===== src/rtl/cpu_pkg.sv =====
// cpu_pkg: constants shared by the fetch stage.
//   NOP_INST         - word injected into IF/ID when the wrong-path fetch is flushed
//   WORD_BYTES       - instruction size in bytes (PC stride)
//   DEFAULT_RESET_PC - PC loaded on reset unless overridden
//   ALIGN_MASK       - clears the byte offset of a redirect target
package cpu_pkg;

  localparam logic [31:0] NOP_INST         = 32'h0000_0000;
  localparam int unsigned WORD_BYTES       = 4;
  localparam logic [31:0] DEFAULT_RESET_PC = 32'h0000_0000;
  localparam logic [31:0] ALIGN_MASK       = ~(32'(WORD_BYTES) - 32'd1);

endpackage


===== src/rtl/pc_register.sv =====
// pc_register: 32-bit program counter with load enable and synchronous reset.
//   clk       - clock, rising edge
//   rst       - synchronous active-high reset, loads RESET_VAL
//   i_load_en - load i_next_pc on this edge
//   i_next_pc - next PC value
//   o_pc      - current PC (straight from the register)
module pc_register #(
  parameter logic [31:0] RESET_VAL = 32'h0000_0000
) (
  input  logic        clk,
  input  logic        rst,
  input  logic        i_load_en,
  input  logic [31:0] i_next_pc,
  output logic [31:0] o_pc
);

  logic [31:0] r_pc;

  always_ff @(posedge clk) begin
    if (rst) begin
      r_pc <= RESET_VAL;
    end else if (i_load_en) begin
      r_pc <= i_next_pc;
    end
  end

  assign o_pc = r_pc;

endmodule


===== src/rtl/instruction_fetch.sv =====
// instruction_fetch: IF stage with next-PC selection and the IF/ID pipeline register.
//   clk, rst                   - clock and synchronous active-high reset
//   stall                      - hold PC and IF/ID (ignored when a redirect is present)
//   branch_taken/branch_target - redirect, lower priority than jump
//   jump/jump_target           - redirect, highest priority after reset
//   inst_addr                  - PC, drives instruction memory address
//   inst_in                    - memory word for inst_addr (combinational memory)
//   if_id_inst/pc4/valid       - registered instruction, its PC+4 and valid flag
// Optional feature (macro FETCH_PERF_CNT_EN): fetch_count and flush_count outputs.
module instruction_fetch
  import cpu_pkg::*;
#(
  parameter logic [31:0] RESET_PC = DEFAULT_RESET_PC
) (
  input  logic        clk,
  input  logic        rst,
  input  logic        stall,
  input  logic        branch_taken,
  input  logic [31:0] branch_target,
  input  logic        jump,
  input  logic [31:0] jump_target,
  output logic [31:0] inst_addr,
  input  logic [31:0] inst_in,
  output logic [31:0] if_id_inst,
  output logic [31:0] if_id_pc4,
  output logic        if_id_valid
`ifdef FETCH_PERF_CNT_EN
  ,
  output logic [31:0] fetch_count,
  output logic [31:0] flush_count
`endif
);

  logic [31:0] w_pc;
  logic [31:0] w_pc4;
  logic [31:0] w_next_pc;
  logic        w_redirect;
  logic        w_pc_load;

  logic [31:0] r_if_id_inst;
  logic [31:0] r_if_id_pc4;
  logic        r_if_id_valid;

  assign w_redirect = jump | branch_taken;
  assign w_pc4      = w_pc + 32'(WORD_BYTES);
  // A redirect overrides stall: the wrong-path word is discarded anyway.
  assign w_pc_load  = w_redirect | ~stall;

  always_comb begin
    w_next_pc = w_pc4;
    if (jump) begin
      w_next_pc = jump_target & ALIGN_MASK;
    end else if (branch_taken) begin
      w_next_pc = branch_target & ALIGN_MASK;
    end
  end

  pc_register #(
    .RESET_VAL (RESET_PC)
  ) u_pc_register (
    .clk       (clk),
    .rst       (rst),
    .i_load_en (w_pc_load),
    .i_next_pc (w_next_pc),
    .o_pc      (w_pc)
  );

  always_ff @(posedge clk) begin
    if (rst) begin
      r_if_id_inst  <= NOP_INST;
      r_if_id_pc4   <= 32'h0;
      r_if_id_valid <= 1'b0;
    end else if (w_redirect) begin
      r_if_id_inst  <= NOP_INST;
      r_if_id_pc4   <= 32'h0;
      r_if_id_valid <= 1'b0;
    end else if (!stall) begin
      r_if_id_inst  <= inst_in;
      r_if_id_pc4   <= w_pc4;
      r_if_id_valid <= 1'b1;
    end
  end

  assign inst_addr   = w_pc;
  assign if_id_inst  = r_if_id_inst;
  assign if_id_pc4   = r_if_id_pc4;
  assign if_id_valid = r_if_id_valid;

`ifdef FETCH_PERF_CNT_EN
  logic [31:0] r_fetch_count;
  logic [31:0] r_flush_count;

  always_ff @(posedge clk) begin
    if (rst) begin
      r_fetch_count <= 32'h0;
      r_flush_count <= 32'h0;
    end else if (w_redirect) begin
      r_flush_count <= r_flush_count + 32'd1;
    end else if (!stall) begin
      r_fetch_count <= r_fetch_count + 32'd1;
    end
  end

  assign fetch_count = r_fetch_count;
  assign flush_count = r_flush_count;
`endif

endmodule


===== config.mk =====
export PLATFORM = sky130hd
export DESIGN_NAME = instruction_fetch
export DESIGN_NICKNAME = d
export VERILOG_FILES = /design/src/rtl/cpu_pkg.sv /design/src/rtl/pc_register.sv /design/src/rtl/instruction_fetch.sv
export SDC_FILE = /design/constraint.sdc
export NUM_CORES = 1
export LEC_CHECK = 0
export ABC_CLOCK_PERIOD_IN_PS = 6100
export BUFFER_PORTS_ARGS = -buffer_cell sky130_fd_sc_hd__buf_4
export CELL_PAD_IN_SITES_DETAIL_PLACEMENT = 1
export CELL_PAD_IN_SITES_GLOBAL_PLACEMENT = 2
export CORE_MARGIN = 3
export CORE_UTILIZATION = 29
export CTS_BUF_LIST = sky130_fd_sc_hd__clkbuf_4 sky130_fd_sc_hd__clkbuf_8
export DETAILED_ROUTE_END_ITERATION = 6
export GPL_TIMING_DRIVEN = 0
export HOLD_SLACK_MARGIN = 0.1
export PLACE_DENSITY_LB_ADDON = 0.1
export SYNTH_ARGS = -nofsm -noshare
export SYNTH_HDL_FRONTEND = slang
export SYNTH_SLANG_ARGS = --single-unit

===== constraint.sdc =====
create_clock -name clk -period 6.1 [get_ports clk]
set_clock_uncertainty 0.15 [all_clocks]
set_input_delay 0.61 -clock clk [delete_from_list [all_inputs] [get_ports clk]]
set_output_delay 0.61 -clock clk [all_outputs]
set_load 0.05 [all_outputs]

==> results of run 1 <==
[worst max-delay path by stage]
stage	startpoint	to	slack, ns	cells after the start
6_report	u_pc_register.o_pc[2]	if_id_pc4[20]	3.24	7
5_1_grt	u_pc_register.o_pc[2]	if_id_pc4[20]	3.01	7
4_1_cts	u_pc_register.o_pc[2]	if_id_pc4[20]	3.27	7
3_5_place_dp	jump	u_pc_register.o_pc[7]	3.14	6
2_1_floorplan	u_pc_register.o_pc[2]	if_id_pc4[30]	3.57	6
3_3_place_gp	jump	u_pc_register.o_pc[7]	3.16	6
[final cells by class]
type | count | area share
buffer | 44 | 0.0295
tap | 211 | 0.0404
inverter | 13 | 0.00747
clock inverter | 7 | 0.00862
sequential | 93 | 0.285
timing repair buffer | 189 | 0.217
clock buffer | 9 | 0.0190
multi-input combinational | 413 | 0.393
[flip-flops by register name, indices dropped and copies added, names as in the netlist]
signal,flops
if_id_inst,32
if_id_pc4,30
u_pc_register.o_pc,30
if_id_valid,1
[layout by cell type, fill, tap and decap left out, types with 6 or more instances in the layout]
cell type	count
a211oi_1	11
a21oi_1	45
and4_1	6
buf_1	9
buf_2	6
buf_4	194
clkbuf_1	23
clkbuf_8	9
dfxtp_1	93
inv_1	12
mux2i_1	39
nand2_1	37
nand3_1	11
nand4_1	13
nor2_1	75
nor2b_1	6
nor3_1	19
nor4_1	6
o21a_1	6
o21ai_0	37
o22ai_1	9
xnor2_1	16
xor2_1	11
[power groups by stage]
stage,Combinational [µW],Sequential [µW],Clock (µW)
4_1_cts,345,662,425
3_3_place_gp,339,675,0
5_1_grt,367,667,443
6_report,343,663,409
2_1_floorplan,122,750,0
3_5_place_dp,344,676,0
[cell families after synthesis]
family                     synth area share
muxes                                0.0887
other                              0.000805
xor gates and xnor gates             0.0508
buffers and inverters                0.0519
and+or+nand+nor                       0.205
adders and majority gates           0.00269
AOI/OAI and AO/OA                     0.200
DFF                                   0.400
[stage by stage]
| step | utilization | cell area [µm²] | worst slack [ns] |
|---|---|---|---|
| floorplan | - | 4670 | 3.57 |
| CTS | 0.421 | 6520 | 3.27 |
| finish | 0.422 | 6530 | 3.24 |
| detailed placement | 0.410 | 6340 | 3.14 |
| global route | 0.422 | 6530 | 3.01 |
| global placement | 0.410 | 6340 | 3.16 |
[layer usage]
layer	vias up	global-route usage
met5	-	0
met4	0	0.0814
met3	27	0.0411
met2	166	0.361
met1	2493	0.287
li1	2421	-
[worst min-delay path, cell delays in order]
cell     delay, ns
buf_4         0.08
mux2i_1       0.05
nor2_1        0.07
==> metrics.csv, run 1 <==
metric,value,unit
hold_viol,0,
syn_inst,560,
grt_max_degree,18,
yosys_warnings,0,
switchingPower,503,µW
synth_area,0.00466,mm²
cts_setup_buffers,0,
diodes,0,
clk_root_buffer_cell,clkbuf_8,
tightest_slew,0.743,ns
hold_end,if_id_inst[2],
r2r-start,u_pc_register.o_pc[2],
wl_met1,8930,µm
synth_common_cells,"dfxtp_1, nor2_1, a21oi_1",
crit_fanout,10,
fin_crit_sh,0.468,
drc,0,
gr-total-overflow,0,
syn2layout_area_growth,40.2,%
whs,0.300,ns
die_w,133,µm
cp.arrival,3.01,ns
chipHeight,133,µm
synth_ff_type,dfxtp_1,
crit_buf_inv,1,
multiInputGateArea,0.00256,mm²
synth_top_area_frac,0.400,
synth.distinct_cells,59,
ioPinCount,198,
rsz0062_at_grt,no,
final_net_count,865,
critical_path.cell_chain,ha_1 -> nand4_1 -> clkbuf_1 -> nor3_1 -> nand2_1 -> xnor2_1 -> a211oi_1,
numClockSinks,93,
die_area,0.0176,mm²
numCtsBuffers,9,
gp_congestion,0.863,
slowest_stage,nor3_1,
cts_tree,done,
timing.slew.headroom,0.505,
antenna_found_initial,0,
hold_class,primary input to flop,
async_reset_ff_frac,0,
clkPwrFrac,0.289,
avgSynthCellArea,8.32,µm²
firstDrtPassIters,4,
p_per_area,217,mW/mm²
ys_seq_area_frac,0.400,
cts_resized,0,
hpwl,15300,µm
rows,45,
design_power_total,1410,µW
vias_per_cell,5.22,
postRouteAntennaNets,0,
wl_met2,9360,µm
dr_wl_met3,1080,µm
setup_viol_count_final,0,
synth_edf_count,0,
grt_pass1_vias,5329,
critPathKind,flop to flop,
fillers,1886,
maxCapViolations,0,
worst_setup_path_end_kind,flop,
vias,5107,
drive_gt1_frac,0.301,
register_area,0.00186,mm²
seq_power_share,0.469,
core_area,0.0155,mm²
rr_endpoint,if_id_pc4[20],
grt_pass1_wl,30000,µm
outcome,completed,
ys_ff_latch,93,
min_from,inst_in[2],
wirelength,19900,µm
synth_area_leaders,"dfxtp_1, mux2i_1, nor2_1",
cp.required,6.25,ns
synth_top_area_cell,dfxtp_1,
drt_iter0_markers,316,
dp.cells,962,
crit_family,simple AND/OR/NAND/NOR gates,
max_stage_delay,0.68,ns
r2r_setup_slack,3.24,ns
hold_buffers,0,
holdPathStages,3,
ff2ff_path_depth,7,
cp-start-kind,flop,
drv_slew,0,
clk_pin_slew,0.10,ns
fmax,350,MHz
switching_share,0.355,
clock_latency,0.39,ns
htree_levels,3,
synth.most_common_cell,dfxtp_1,
fin_setup_tns,0,ns
p_int,912,µW
power_frac_comb,0.242,
initial_core_util,0.301,
wl_per_cell,20.3,µm
final_cells,979,
clockBufferDepth,2,
min_period,2.86,ns
grt_use_total,0.219,
top_layer,met4,
numPortBuffers,188,
p_leak,0.00281,µW
irDropWorstVdd,111,µV
No activity file was read; power rests on OpenSTA's default activity.
==> run 2: changes to the inputs <==
--- a/config.mk
+++ b/config.mk
@@ -5,12 +5,13 @@
 export SDC_FILE = /design/constraint.sdc
 export NUM_CORES = 1
 export LEC_CHECK = 0
-export ABC_CLOCK_PERIOD_IN_PS = 6100
+export ABC_AREA = 1
+export ABC_CLOCK_PERIOD_IN_PS = 2500
 export BUFFER_PORTS_ARGS = -buffer_cell sky130_fd_sc_hd__buf_4
 export CELL_PAD_IN_SITES_DETAIL_PLACEMENT = 1
 export CELL_PAD_IN_SITES_GLOBAL_PLACEMENT = 2
 export CORE_MARGIN = 3
-export CORE_UTILIZATION = 29
+export CORE_UTILIZATION = 23
 export CTS_BUF_LIST = sky130_fd_sc_hd__clkbuf_4 sky130_fd_sc_hd__clkbuf_8
 export DETAILED_ROUTE_END_ITERATION = 6
 export GPL_TIMING_DRIVEN = 0
==> constraint.sdc (replaced) <==
create_clock -name clk -period 2.5 [get_ports clk]
set_clock_uncertainty 0.15 [all_clocks]
set_input_delay 0.25 -clock clk [delete_from_list [all_inputs] [get_ports clk]]
set_output_delay 0.25 -clock clk [all_outputs]
set_load 0.05 [all_outputs]
==> run 2 against run 1 <==
  * Worst hold slack lost 0.19 ns
  * Largest power group unchanged
  * Combinational power rose to 2.7 times the previous value
  * Critical endpoint is now u_pc_register.o_pc[18]
  * Critical path type unchanged
  * Final cell count up 31%
  * Sequential power is 140% higher
  * Sequential cell count did not move
  * Largest cell class unchanged
  * Wire length up 7.8%
  * Clock-buffer cell count rose by 1
==> metrics.csv, run 2 <==
metric,value,unit
fmax,434,MHz
drt_iter0_markers,192,
layout_commonest_cell,buf_4,
rows,51,
p_per_area,473,mW/mm²
grt_pass1_vias,6161,
clock_latency,0.38,ns
timing.slew.headroom,0.511,
firstDrtPassIters,4,
gp_congestion,0.867,
avgSynthCellArea,6.49,µm²
chipHeight,150,µm
crit_family,simple AND/OR/NAND/NOR gates,
max_stage_delay,0.55,ns
synth.most_common_cell,nand2_1,
slowest_stage,dlygate4sd3_1,
hold_viol,0,
drv_slew,0,
antenna_found_initial,0,
cts_tree,done,
crit_fanout,6,
critPathKind,flop to flop,
cp_common_cell,nand2_1,
core_area,0.0198,mm²
clk_pin_slew,0.10,ns
synth_top_area_cell,dfxtp_1,
cp.required,2.63,ns
setup_ws,0.193,ns
synth_area,0.00475,mm²
synth_ff_type,dfxtp_1,
hpwl,16300,µm
final_net_count,1116,
initial_core_util,0.239,
maxCapViolations,0,
cp_num_cells,9,
mostFrequentLayoutCells,"buf_4, nand2_1, nor2_1, dfxtp_1, a21oi_1",
numPortBuffers,187,
gr-total-overflow,0,
critPathLaunch,u_pc_register.o_pc[2],
p_leak,0.00345,µW
tightest_slew,0.733,ns
fin_crit_sh,0.923,
numCtsBuffers,9,
ys_ff_latch,93,
largest_reg_flops,32,
ff2ff_path_depth,9,
clk_root_buffer_cell,clkbuf_8,
crit_buf_inv,1,
critical_path.cell_chain,ha_2 -> nand2_1 -> nor2_4 -> nand2_2 -> o21ai_1 -> nand3_1 -> nand2_1 -> a21oi_1 -> dlygate4sd3_1,
synth_common_cells,"nand2_1, nor2_1, dfxtp_1",
cp-start-kind,flop,
grt_max_degree,17,
drive_gt1_frac,0.243,
r2r-start,u_pc_register.o_pc[2],
ioPinCount,198,
min_period,2.31,ns
yosys_warnings,0,
fin_setup_tns,0,ns
worst_setup_path_end_kind,flop,
pre_cts_ws,0.501,ns
die_area,0.0224,mm²
syn_inst,732,
htree_levels,3,
async_reset_ff_frac,0,
synth_edf_count,0,
grt_use_total,0.191,
irDropWorstVdd,201,µV
clockBufferDepth,2,
vias_per_cell,4.48,
numClockSinks,93,
rsz0062_at_grt,no,
outcome,completed,
postRouteAntennaNets,0,
holdPathStages,5,
wirelength,21400,µm
setup_viol_count_final,0,
drc,0,
wl_per_cell,16.6,µm
grt_pass1_wl,33500,µm
synth_area_leaders,"dfxtp_1, nand2_1, a21oi_1",
die_w,150,µm
syn2layout_area_growth,57.6,%
utilization,0.377,
synth_top_area_frac,0.392,
ys_seq_area_frac,0.392,
vias,5761,
cp.arrival,2.43,ns
synth.distinct_cells,27,
min_from,branch_target[23],
hold_class,primary input to flop,
-- run 2: cell count changes after synthesis, sizes merged, moves of 14 or more --
cell / delta
nand2: +143
nor2: +39
nor3: -19
nand3: +44
a21oi: +42
mux2i: -39
inv: +53
o211ai: +20
o21ai: +14
-- run 2: timing repair --
item,CTS,global route
buffers inserted,0,3
resized for setup,0,8
endpoints found under the hold margin,62,0
hold buffers,78,0
setup endpoints to repair,0,3
-- run 2: layout make-up --
cell class	instances	area [µm²]
fillers	2502	12400
plain buffers	45	204
diodes	1	2.50
clock buffers	10	131
well taps	265	332
flip-flops and latches	93	1870
inverters	66	248
multi-input cells	531	2450
repair buffers	268	2210
clock inverters	6	46.3
-- run 2: worst reg2reg max path: stages (launching register included) --
cell           delay, ns
dfxtp_2             0.38
ha_2                0.21
nand2_1             0.09
nor2_4              0.19
nand2_2             0.14
o21ai_1             0.19
nand3_1             0.14
nand2_1             0.11
a21oi_1             0.06
dlygate4sd3_1       0.55
-- run 2: routing by layer --
layer	track usage	vias to the layer above	share of wire
li1	-	2919	-
met1	0.229	2682	0.42
met2	0.343	142	0.50
met3	0.0457	18	0.066
met4	0.0494	0	0.013
met5	0	-	0
-- run 2: cells by family after synthesis --
family / Yosys count / synth area share
simple gates: 358 / 0.315
fa+ha+maj: 1 / 0.00263
xor+xnor: 7 / 0.0129
buf+inv: 111 / 0.0951
flops: 93 / 0.392
other cells: 1 / 0.000789
compound gates: 161 / 0.182
-- run 2: final timing paths --
check	slack [ns]	endpoint
worst max-delay path	0.19	u_pc_register.o_pc[18]
worst min-delay path	0.11	u_pc_register.o_pc[23]
worst max register to register	0.19	u_pc_register.o_pc[18]
worst min register to register	0.32	if_id_inst[14]
-- run 2: stage by stage --
| step | cells | hold WS [ns] | total power [µW] | instance area [µm²] |
|---|---|---|---|---|
| 2_1_floorplan | 735 | 0.169 | 2130 | 4760 |
| 3_3_place_gp | 1187 | 0.271 | 2470 | 6500 |
| 3_5_place_dp | 1187 | 0.278 | 2490 | 6500 |
| 4_1_cts | 1281 | 0.101 | 3590 | 7460 |
| 5_1_grt | 1284 | 0.134 | 3730 | 7490 |
| 6_report | 1285 | 0.115 | 3540 | 7490 |
-- run 2: report_power, final --
part / switching, µW / internal [µW]
Combinational: 556 / 374
Sequential: 79.0 / 1540
Clock: 606 / 381
Total: 1240 / 2300
==> run 3: changes to the inputs <==
--- a/config.mk
+++ b/config.mk
@@ -10,6 +10,7 @@
 export BUFFER_PORTS_ARGS = -buffer_cell sky130_fd_sc_hd__buf_4
 export CELL_PAD_IN_SITES_DETAIL_PLACEMENT = 1
 export CELL_PAD_IN_SITES_GLOBAL_PLACEMENT = 2
+export CORE_ASPECT_RATIO = 2
 export CORE_MARGIN = 3
 export CORE_UTILIZATION = 23
 export CTS_BUF_LIST = sky130_fd_sc_hd__clkbuf_4 sky130_fd_sc_hd__clkbuf_8
==> run 3 against run 2 <==
  * Final cell count down 1.1%
  * Worst hold slack better by 0.0015 ns
  * Fmax fell by 0.41%
  * Sequential cell count did not move
  * Largest cell class unchanged
  * Highest routed layer unchanged
==> metrics.csv, run 3 (synthesized netlist as in run 2, its figures left out) <==
metric,value,unit
rows,73,
critical_path.cell_chain,nand2_1 -> nor2_1 -> nand2_1 -> nor2_1 -> nand3_1 -> nand3_1 -> nand2_1 -> a21oi_1 -> dlygate4sd3_1,
seq_power_share,0.443,
switching_share,0.338,
p_int,2430,µW
drive_gt1_frac,0.239,
setup_viol_count_final,0,
cts_setup_buffers,0,
timing.slew.headroom,0.509,
numCtsBuffers,9,
initial_core_util,0.236,
drc,0,
numPortBuffers,187,
maxCapViolations,0,
max_stage_delay,0.56,ns
hold_class,primary input to flop,
clockBufferDepth,2,
clkPwrFrac,0.306,
crit_fanout,6,
rsz0062_at_grt,no,
syn2layout_area_growth,56.1,%
design_power_total,3680,µW
wirelength,23200,µm
grt_max_degree,15,
switchingPower,1240,µW
cp-start-kind,flop,
ioPinCount,198,
gp_congestion,0.901,
final_net_count,1106,
fmax,432,MHz
layout_commonest_cell,buf_4,
chipHeight,209,µm
grt_pass1_wl,35700,µm
drv_slew,0,
vias,5845,
diodes,0,
vias_per_cell,4.60,
worst_setup_path_end_kind,flop,
grt_pass1_vias,6638,
critPathKind,flop to flop,
clock_latency,0.38,ns
utilization,0.369,
wl_per_cell,18.2,µm
pre_cts_ws,0.344,ns
hold_viol,0,
p_per_area,496,mW/mm²
grt_use_total,0.208,
crit_buf_inv,1,
drt_iter0_markers,147,
clk_root_buffer_cell,clkbuf_8,
cp_common_cell,nand2_1,
die_area,0.0225,mm²
min_period,2.32,ns
core_area,0.0201,mm²
r2r_setup_slack,0.18,ns
hpwl,18400,µm
cp.required,2.68,ns
die_w,108,µm
clk_pin_slew,0.10,ns
cts_tree,done,
gr-total-overflow,0,
largest_reg_flops,32,
numClockSinks,93,
cp.arrival,2.50,ns
crit_family,simple AND/OR/NAND/NOR gates,
antenna_found_initial,0,
postRouteAntennaNets,0,
outcome,completed,
p_leak,0.00343,µW
fin_setup_tns,0,ns
irDropWorstVdd,279,µV
fin_crit_sh,0.927,
tightest_slew,0.736,ns
firstDrtPassIters,4,
mostFrequentLayoutCells,"buf_4, nand2_1, nor2_1, dfxtp_1, a21oi_1",
htree_levels,3,
power_frac_comb,0.251,
slowest_stage,dlygate4sd3_1,
setup_ws,0.184,ns
==> run 3: cell count changes in the layout (fill, tap and decap cells not counted), moves of 2 or more <==
cell and change:
buf_4 -3, clkbuf_4 +2, clkinvlp_4 -2, dfxtp_1 +2
dfxtp_2 -2, dlygate4sd3_1 -7, o21ai_0 +2, o21ai_1 -2
==> run 3: power by group through the flow <==
stage / logic (µW) / clock network (µW) / registers, µW
finish: 924 / 1120 / 1630
global route: 1010 / 1210 / 1640
CTS: 934 / 1150 / 1630
detailed placement: 840 / 0 / 1660
global placement: 826 / 0 / 1660
floorplan: 289 / 0 / 1840
==> run 3: worst reg2reg max path: stages (launching register included) <==
cell and delay, ns:
dfxtp_1 0.47, nand2_1 0.19, nor2_1 0.25, nand2_1 0.11, nor2_1 0.16, nand3_1 0.11
nand3_1 0.10, nand2_1 0.05, a21oi_1 0.13, dlygate4sd3_1 0.56
==> run 3: timing repair <==
action                     CTS  global route
hold endpoints to repair    62             0
hold buffers                71             0
gates resized for setup      0             3
setup endpoints to repair    0             2
==> run 3: path summary, 6_finish.rpt <==
check | from | endpoint | cells past startpoint
worst max-delay path | u_pc_register.o_pc[17] | u_pc_register.o_pc[31] | 9
worst min-delay path | branch_target[19] | u_pc_register.o_pc[19] | 5
worst max register to register | u_pc_register.o_pc[17] | u_pc_register.o_pc[31] | 9
worst min register to register | if_id_inst[17] | if_id_inst[17] | 2
==> run 3: final cells by class <==
class,instances,area [µm²]
inverters,66,248
well taps,262,328
clock inverters,3,43.8
fillers,2561,12700
plain buffers,45,204
flip-flops and latches,93,1860
clock buffers,13,160
multi-input cells,531,2450
repair buffers,258,2110
==> run 3: metal layers <==
| metal | vias up | track usage | routed length [µm] |
|---|---|---|---|
| met1 | 2809 | 0.192 | 7920 |
| met2 | 129 | 0.434 | 13800 |
| met4 | 0 | 0.0641 | 516 |
| met3 | 18 | 0.0382 | 941 |
| li1 | 2889 | - | - |
| met5 | - | 0 | 0 |
==> run 3: stage by stage <==
stage	area [µm²]	hold slack, ns	std cells
3_3_place_gp	6490	0.269	1184
6_report	7420	0.116	1271
5_1_grt	7420	0.115	1271
4_1_cts	7410	0.100	1271
3_5_place_dp	6490	0.272	1184
2_1_floorplan	4760	0.169	735
